<file path="config.mk">
export PLATFORM = sky130hd
export DESIGN_NAME = note_scroller
export DESIGN_NICKNAME = d
export VERILOG_FILES = /design/src/rtl/note_pkg.sv /design/src/rtl/note_lane.sv /design/src/rtl/note_scroller.sv
export SDC_FILE = /design/constraint.sdc
export NUM_CORES = 1
export LEC_CHECK = 0
export CAP_MARGIN = 0
export CORE_ASPECT_RATIO = 1.1
export CORE_MARGIN = 3
export CORE_UTILIZATION = 35
export CTS_BUF_LIST = sky130_fd_sc_hd__clkbuf_2 sky130_fd_sc_hd__clkbuf_4 sky130_fd_sc_hd__clkbuf_8
export DETAILED_ROUTE_END_ITERATION = 8
export SYNTH_ARGS = -nofsm -noshare
export SYNTH_HDL_FRONTEND = slang
export SYNTH_SLANG_ARGS = --single-unit
</file>
<file path="constraint.sdc">
create_clock -name clk -period 12.15 [get_ports clk]
set_clock_uncertainty 0.05 [all_clocks]
set_input_delay 2.43 -clock clk [delete_from_list [all_inputs] [get_ports clk]]
set_output_delay 2.43 -clock clk [all_outputs]
set_load 0.03 [all_outputs]
</file>
<file path="src/rtl/note_pkg.sv">
// rtl/note_pkg.sv - shared types, sizes and helpers for the falling-note scroller
package note_pkg;

  localparam int NUM_LANES      = 4;
  localparam int SLOTS_PER_LANE = 4;

  typedef logic signed [12:0] coord_t;

  typedef struct packed {
    logic   active;
    coord_t y;
  } slot_t;

  // Saturating add of a small per-cycle event count onto a 16-bit total.
  function automatic logic [15:0] sat_add16(input logic [15:0] cnt, input logic [4:0] inc);
    logic [16:0] sum;
    sum = {1'b0, cnt} + {12'b0, inc};
    return sum[16] ? 16'hFFFF : sum[15:0];
  endfunction

endpackage

</file>
<file path="src/rtl/note_lane.sv">
// rtl/note_lane.sv - one lane of four note slots: spawn, scroll, hit select, miss detect
// Ports:
//   clk, reset        clock, async active-high reset
//   tick              frame-advance strobe
//   spawn             accepted spawn for this lane (already qualified by free)
//   hit               button pulse for this lane
//   slots             current slot registers (active, top row y)
//   free              at least one slot inactive before this cycle
//   hit_cnt           1 when a hit retired a slot this cycle
//   miss_cnt          number of slots retired by a miss this cycle
module note_lane
  import note_pkg::*;
#(
  parameter int NOTE_H = 40,
  parameter int SPEED  = 4,
  parameter int HIT_Y  = 450,
  parameter int WINDOW = 24
) (
  input  logic       clk,
  input  logic       reset,
  input  logic       tick,
  input  logic       spawn,
  input  logic       hit,
  output slot_t      slots [SLOTS_PER_LANE],
  output logic       free,
  output logic       hit_cnt,
  output logic [2:0] miss_cnt
);

  slot_t      slot_q [SLOTS_PER_LANE];
  slot_t      slot_d [SLOTS_PER_LANE];
  logic [1:0] free_idx;
  logic [1:0] hit_idx;
  logic       hit_any;
  logic       hit_fire;

  // Lowest-index selection: scan downward so the last assignment wins.
  always_comb begin
    free     = 1'b0;
    free_idx = '0;
    hit_any  = 1'b0;
    hit_idx  = '0;
    for (int i = SLOTS_PER_LANE - 1; i >= 0; i--) begin
      if (!slot_q[i].active) begin
        free     = 1'b1;
        free_idx = 2'(i);
      end
      if (slot_q[i].active &&
          (int'(slot_q[i].y) + NOTE_H / 2 - HIT_Y) <= WINDOW &&
          (int'(slot_q[i].y) + NOTE_H / 2 - HIT_Y) >= -WINDOW) begin
        hit_any = 1'b1;
        hit_idx = 2'(i);
      end
    end
  end

  assign hit_fire = hit && hit_any;

  // Spawn only targets a slot free before the cycle, so it never collides
  // with hit/tick handling of an active slot. A hit takes priority over tick.
  always_comb begin
    coord_t ny;
    ny       = '0;
    miss_cnt = '0;
    for (int i = 0; i < SLOTS_PER_LANE; i++) begin
      slot_d[i] = slot_q[i];
      if (spawn && free && free_idx == 2'(i)) begin
        slot_d[i] = '{active: 1'b1, y: coord_t'(-NOTE_H)};
      end else if (slot_q[i].active) begin
        if (hit_fire && hit_idx == 2'(i)) begin
          slot_d[i] = '0;
        end else if (tick) begin
          ny = slot_q[i].y + coord_t'(SPEED);
          if (int'(ny) + NOTE_H / 2 > HIT_Y + WINDOW) begin
            slot_d[i] = '0;
            miss_cnt  = miss_cnt + 3'd1;
          end else begin
            slot_d[i].y = ny;
          end
        end
      end
    end
  end

  always_ff @(posedge clk or posedge reset) begin
    if (reset) begin
      for (int i = 0; i < SLOTS_PER_LANE; i++) slot_q[i] <= '0;
    end else begin
      for (int i = 0; i < SLOTS_PER_LANE; i++) slot_q[i] <= slot_d[i];
    end
  end

  assign slots   = slot_q;
  assign hit_cnt = hit_fire;

endmodule

</file>
<file path="src/rtl/note_scroller.sv">
// rtl/note_scroller.sv - 4x4 falling-note geometry, hit/miss judging and bound outputs
// Ports:
//   clk, reset              clock, async active-high reset
//   tick                    one-cycle frame-advance strobe
//   spawn_valid/spawn_lane  spawn request and its lane
//   spawn_ready             requested lane has a free slot
//   hit[3:0]                button pulses, bit l = lane l
//   upBound/lowBound[16]    note top/bottom rows, index 4*lane+slot, 0 when inactive
//   leftBound/rightBound[4] constant lane horizontal extents
//   hit_pulse/miss_pulse    registered one-cycle event flags
//   hit_count/miss_count    saturating totals
module note_scroller
  import note_pkg::*;
#(
  parameter int NOTE_H  = 40,
  parameter int SPEED   = 4,
  parameter int HIT_Y   = 450,
  parameter int WINDOW  = 24,
  parameter int LANE_X0 = 160,
  parameter int LANE_W  = 80,
  parameter int NOTE_W  = 70
) (
  input  logic               clk,
  input  logic               reset,
  input  logic               tick,
  input  logic               spawn_valid,
  input  logic [1:0]         spawn_lane,
  output logic               spawn_ready,
  input  logic [3:0]         hit,
  output logic signed [12:0] upBound    [16],
  output logic signed [12:0] lowBound   [16],
  output logic signed [12:0] leftBound  [4],
  output logic signed [12:0] rightBound [4],
  output logic               hit_pulse,
  output logic               miss_pulse,
  output logic [15:0]        hit_count,
  output logic [15:0]        miss_count
);

  slot_t      lane_slots [NUM_LANES][SLOTS_PER_LANE];
  logic       lane_free  [NUM_LANES];
  logic       lane_hit   [NUM_LANES];
  logic [2:0] lane_miss  [NUM_LANES];
  logic [4:0] hit_sum;
  logic [4:0] miss_sum;

  assign spawn_ready = lane_free[spawn_lane];

  for (genvar l = 0; l < NUM_LANES; l++) begin : g_lane
    note_lane #(
      .NOTE_H (NOTE_H),
      .SPEED  (SPEED),
      .HIT_Y  (HIT_Y),
      .WINDOW (WINDOW)
    ) u_lane (
      .clk      (clk),
      .reset    (reset),
      .tick     (tick),
      .spawn    (spawn_valid && spawn_ready && spawn_lane == 2'(l)),
      .hit      (hit[l]),
      .slots    (lane_slots[l]),
      .free     (lane_free[l]),
      .hit_cnt  (lane_hit[l]),
      .miss_cnt (lane_miss[l])
    );
  end

  always_comb begin
    hit_sum  = '0;
    miss_sum = '0;
    for (int l = 0; l < NUM_LANES; l++) begin
      hit_sum  = hit_sum + {4'b0, lane_hit[l]};
      miss_sum = miss_sum + {2'b0, lane_miss[l]};
    end
  end

  always_ff @(posedge clk or posedge reset) begin
    if (reset) begin
      hit_count  <= '0;
      miss_count <= '0;
      hit_pulse  <= 1'b0;
      miss_pulse <= 1'b0;
    end else begin
      hit_count  <= sat_add16(hit_count, hit_sum);
      miss_count <= sat_add16(miss_count, miss_sum);
      hit_pulse  <= (hit_sum != '0);
      miss_pulse <= (miss_sum != '0);
    end
  end

  always_comb begin
    for (int l = 0; l < NUM_LANES; l++) begin
      leftBound[l]  = coord_t'(LANE_X0 + l * LANE_W);
      rightBound[l] = coord_t'(LANE_X0 + l * LANE_W + NOTE_W);
      for (int s = 0; s < SLOTS_PER_LANE; s++) begin
        upBound[4*l+s]  = lane_slots[l][s].active ? lane_slots[l][s].y : '0;
        lowBound[4*l+s] = lane_slots[l][s].active ? lane_slots[l][s].y + coord_t'(NOTE_H) : '0;
      end
    end
  end

endmodule

</file>
==> flow_summary.ini <==
[placement]
dp_hpwl_um = 86400
port_buffers = 396
place_area_um2 = 38500
pre_cts_ws_ns = 1.68
gp_congestion = 0.909

[floorplan]
dieArea_um2 = 104000
rows = 120
core_um2 = 98200
ioPinCount = 565
start_util = 0.356
die_w_um = 307
die_h_um = 337

[drt]
firstDrtPassIters = 6
drc = 0
final_antenna_net_count = 0
drt_iter0_markers = 2714
finalWirelength_um = 115000
wl_per_cell_um = 18.3
vias = 35041
vias_per_cell = 5.60

[worst_setup_path]
cp-start-kind = flop
required_ns = 12.63
cp.arrival_ns = 10.98
crit_type = reg2reg
crit_fanout = 23
crit_top_cell = ha_1
worstSetupEndpointType = flop
cp_slowest_cell = dfrtp_1
max_stage_delay_ns = 0.80
crit_family = adder cells
critPathBufInv = 5

[yosys]
ys_async_sr_fraction = 1.00
ys_top_cells_by_count = nor2_1 (397), nand2_1 (392), o21ai_0 (329)
synth_area_leaders = dfrtp_1 (16%), xnor2_1 (7.7%), ha_1 (6.4%)
synth_top_family_by_area = simple AND/OR/NAND/NOR gates
synth_xor_area_frac = 0.122
yosys.area_share.adder = 0.0698
ys_dominant_reg_cell = dfrtp_1
yosys.area_share.simple = 0.299
syn_inst = 4839
yosysTopAreaCellShare = 0.162
synth-edff-count = 0
synth-warning-count = 0
synth_top_area_cell = dfrtp_1
avgSynthCellArea_um2 = 7.23
ys_ff_latch = 226
seq_area_frac_synth = 0.162
synthDistinctLibCells = 129
synthMuxAreaShare = 0.0162
syn_area_um2 = 35000
synth_most_common_cell = nor2_1
synth_compound_area_frac = 0.232

[clock_tree]
cts_tree = built
clock-root-buffer = clkbuf_8
clock-sinks = 226
cts_buffer_depth = 3
cts_setup_buffers = 0
insertion_delay_ns = 0.63
cts_buffers = 47
ctsHtreeMaxLevel = 2
clkTransAtPathRegs_ns = 0.06
ctsResizeCount = 0
cts_hold_buffers = 0

[timing]
finalSetupViolations = 0
post-route-min-period_ns = 10.50
slew_headroom = 0.315
hold_violations = 0
tightest_slew_ns = 1.03
setup_ws_ns = 1.65
fmax_ghz = 0.0953
period_share = 0.864
rsz0062_at_grt = no
finalSetupTns_ns = 0
slew_viol_final = 0

[outcome]
status = finished, final reports clean

[power_and_ir_drop]
ir_drop_uv = 142
power_density_nw_per_um2 = 193
power.leakage_nw = 15.1

[finish]
utilization = 0.402
final_nets = 5140
areaGrowthSynthToFinish_pct = 13.0
drive_above_1_share = 0.0452
final_area_um2 = 39500

[global_routing]
grt_max_degree = 143
grt_use_total = 0.209
grt-ovfl-total = 0
grt_pass1_vias = 32128
antenna_found_initial = 2
grt_pass1_wl_um = 179000

[flow_run]
max_cap_violations = 0

[min_path]
hp-class = reg2reg
## power by group
group          internal, mW  switching (mW)
clock                 0.491           0.383
sequential            0.963           0.861
combinational          1.98            2.94
## worst min-delay path: stages (launching register included)
cell,delay (ns)
dfrtp_1,0.39
xnor2_1,0.09
nand2_1,0.05
## final timing paths
kind | from | end | slack, ns | cells after the start
min in group asynchronous | reset | g_lane[2].u_lane.slots[39]$_DFFE_PP0P_ | 2.26 | 2
min reg2reg | hit_count[6]$_DFF_PP0_ | hit_count[6]$_DFF_PP0_ | 0.52 | 2
min | hit_count[6]$_DFF_PP0_ | hit_count[6]$_DFF_PP0_ | 0.52 | 2
max in group asynchronous | reset | g_lane[3].u_lane.slots[11]$_DFFE_PP0P_ | 8.46 | 3
max reg2reg | g_lane[0].u_lane.slots[44]$_DFFE_PP0P_ | miss_count[11]$_DFF_PP0_ | 1.65 | 41
max | g_lane[0].u_lane.slots[44]$_DFFE_PP0P_ | miss_count[11]$_DFF_PP0_ | 1.65 | 41
## layer usage
metal,part of all wire,up-vias,global-route usage,wire [um]
li1,-,17092,-,-
met1,0.45,16709,0.280,51600
met2,0.47,1065,0.348,53500
met3,0.055,173,0.0271,6250
met4,0.029,2,0.0639,3360
met5,0.000070,-,0,8
## flip-flops by register name (all words and copies together) (netlist names)
signal	cells
g_lane.u_lane.slots	192
hit_count	16
miss_count	16
hit_pulse	1
miss_pulse	1
## final cells by class
cell class / count / area, um2
Clock buffer: 70 / 895
Fill cell: 10241 / 58700
Inverter: 166 / 631
Multi-Input combinational cell: 4078 / 26400
Antenna cell: 1 / 2.50
Sequential cell: 226 / 5660
Clock inverter: 10 / 90.1
Tap cell: 1281 / 1600
Timing Repair Buffer: 423 / 4170
## layout by cell type (no fill, tap or decap), types with 37 or more instances in the layout
| cell type | count |
|---|---|
| nor3_1 | 157 |
| o211ai_1 | 47 |
| dfrtp_1 | 226 |
| nand2b_1 | 83 |
| or3_1 | 89 |
| nor2_1 | 397 |
| ha_1 | 179 |
| nand4_1 | 83 |
| nand3_1 | 191 |
| a21boi_0 | 54 |
| conb_1 | 168 |
| xor2_1 | 170 |
| xnor2_1 | 309 |
| a21o_1 | 37 |
| clkdlybuf4s50_1 | 395 |
| a31oi_1 | 52 |
| inv_1 | 157 |
| o31ai_1 | 43 |
| nor2b_1 | 79 |
| o21ai_0 | 329 |
| a21oi_1 | 203 |
| nand2_1 | 392 |
| o22ai_1 | 43 |
| clkbuf_8 | 59 |
| and3_1 | 37 |
| and2_1 | 237 |
## cell families after synthesis
group | Yosys count
fa+ha+maj | 190
buf+inv | 701
xor+xnor | 483
compound gates | 1205
simple gates | 1979
flops | 226
mux | 53
other cells | 2
## metrics by stage
step	hold WS, ns	cells	total power, mW
2_1_floorplan	0.502	5005	5.40
3_3_place_gp	0.509	6174	6.65
3_5_place_dp	0.501	6174	6.70
4_1_cts	0.522	6254	7.62
5_1_grt	0.552	6255	8.28
6_report	0.516	6255	7.62
No activity file was read; power rests on OpenSTA's default activity.
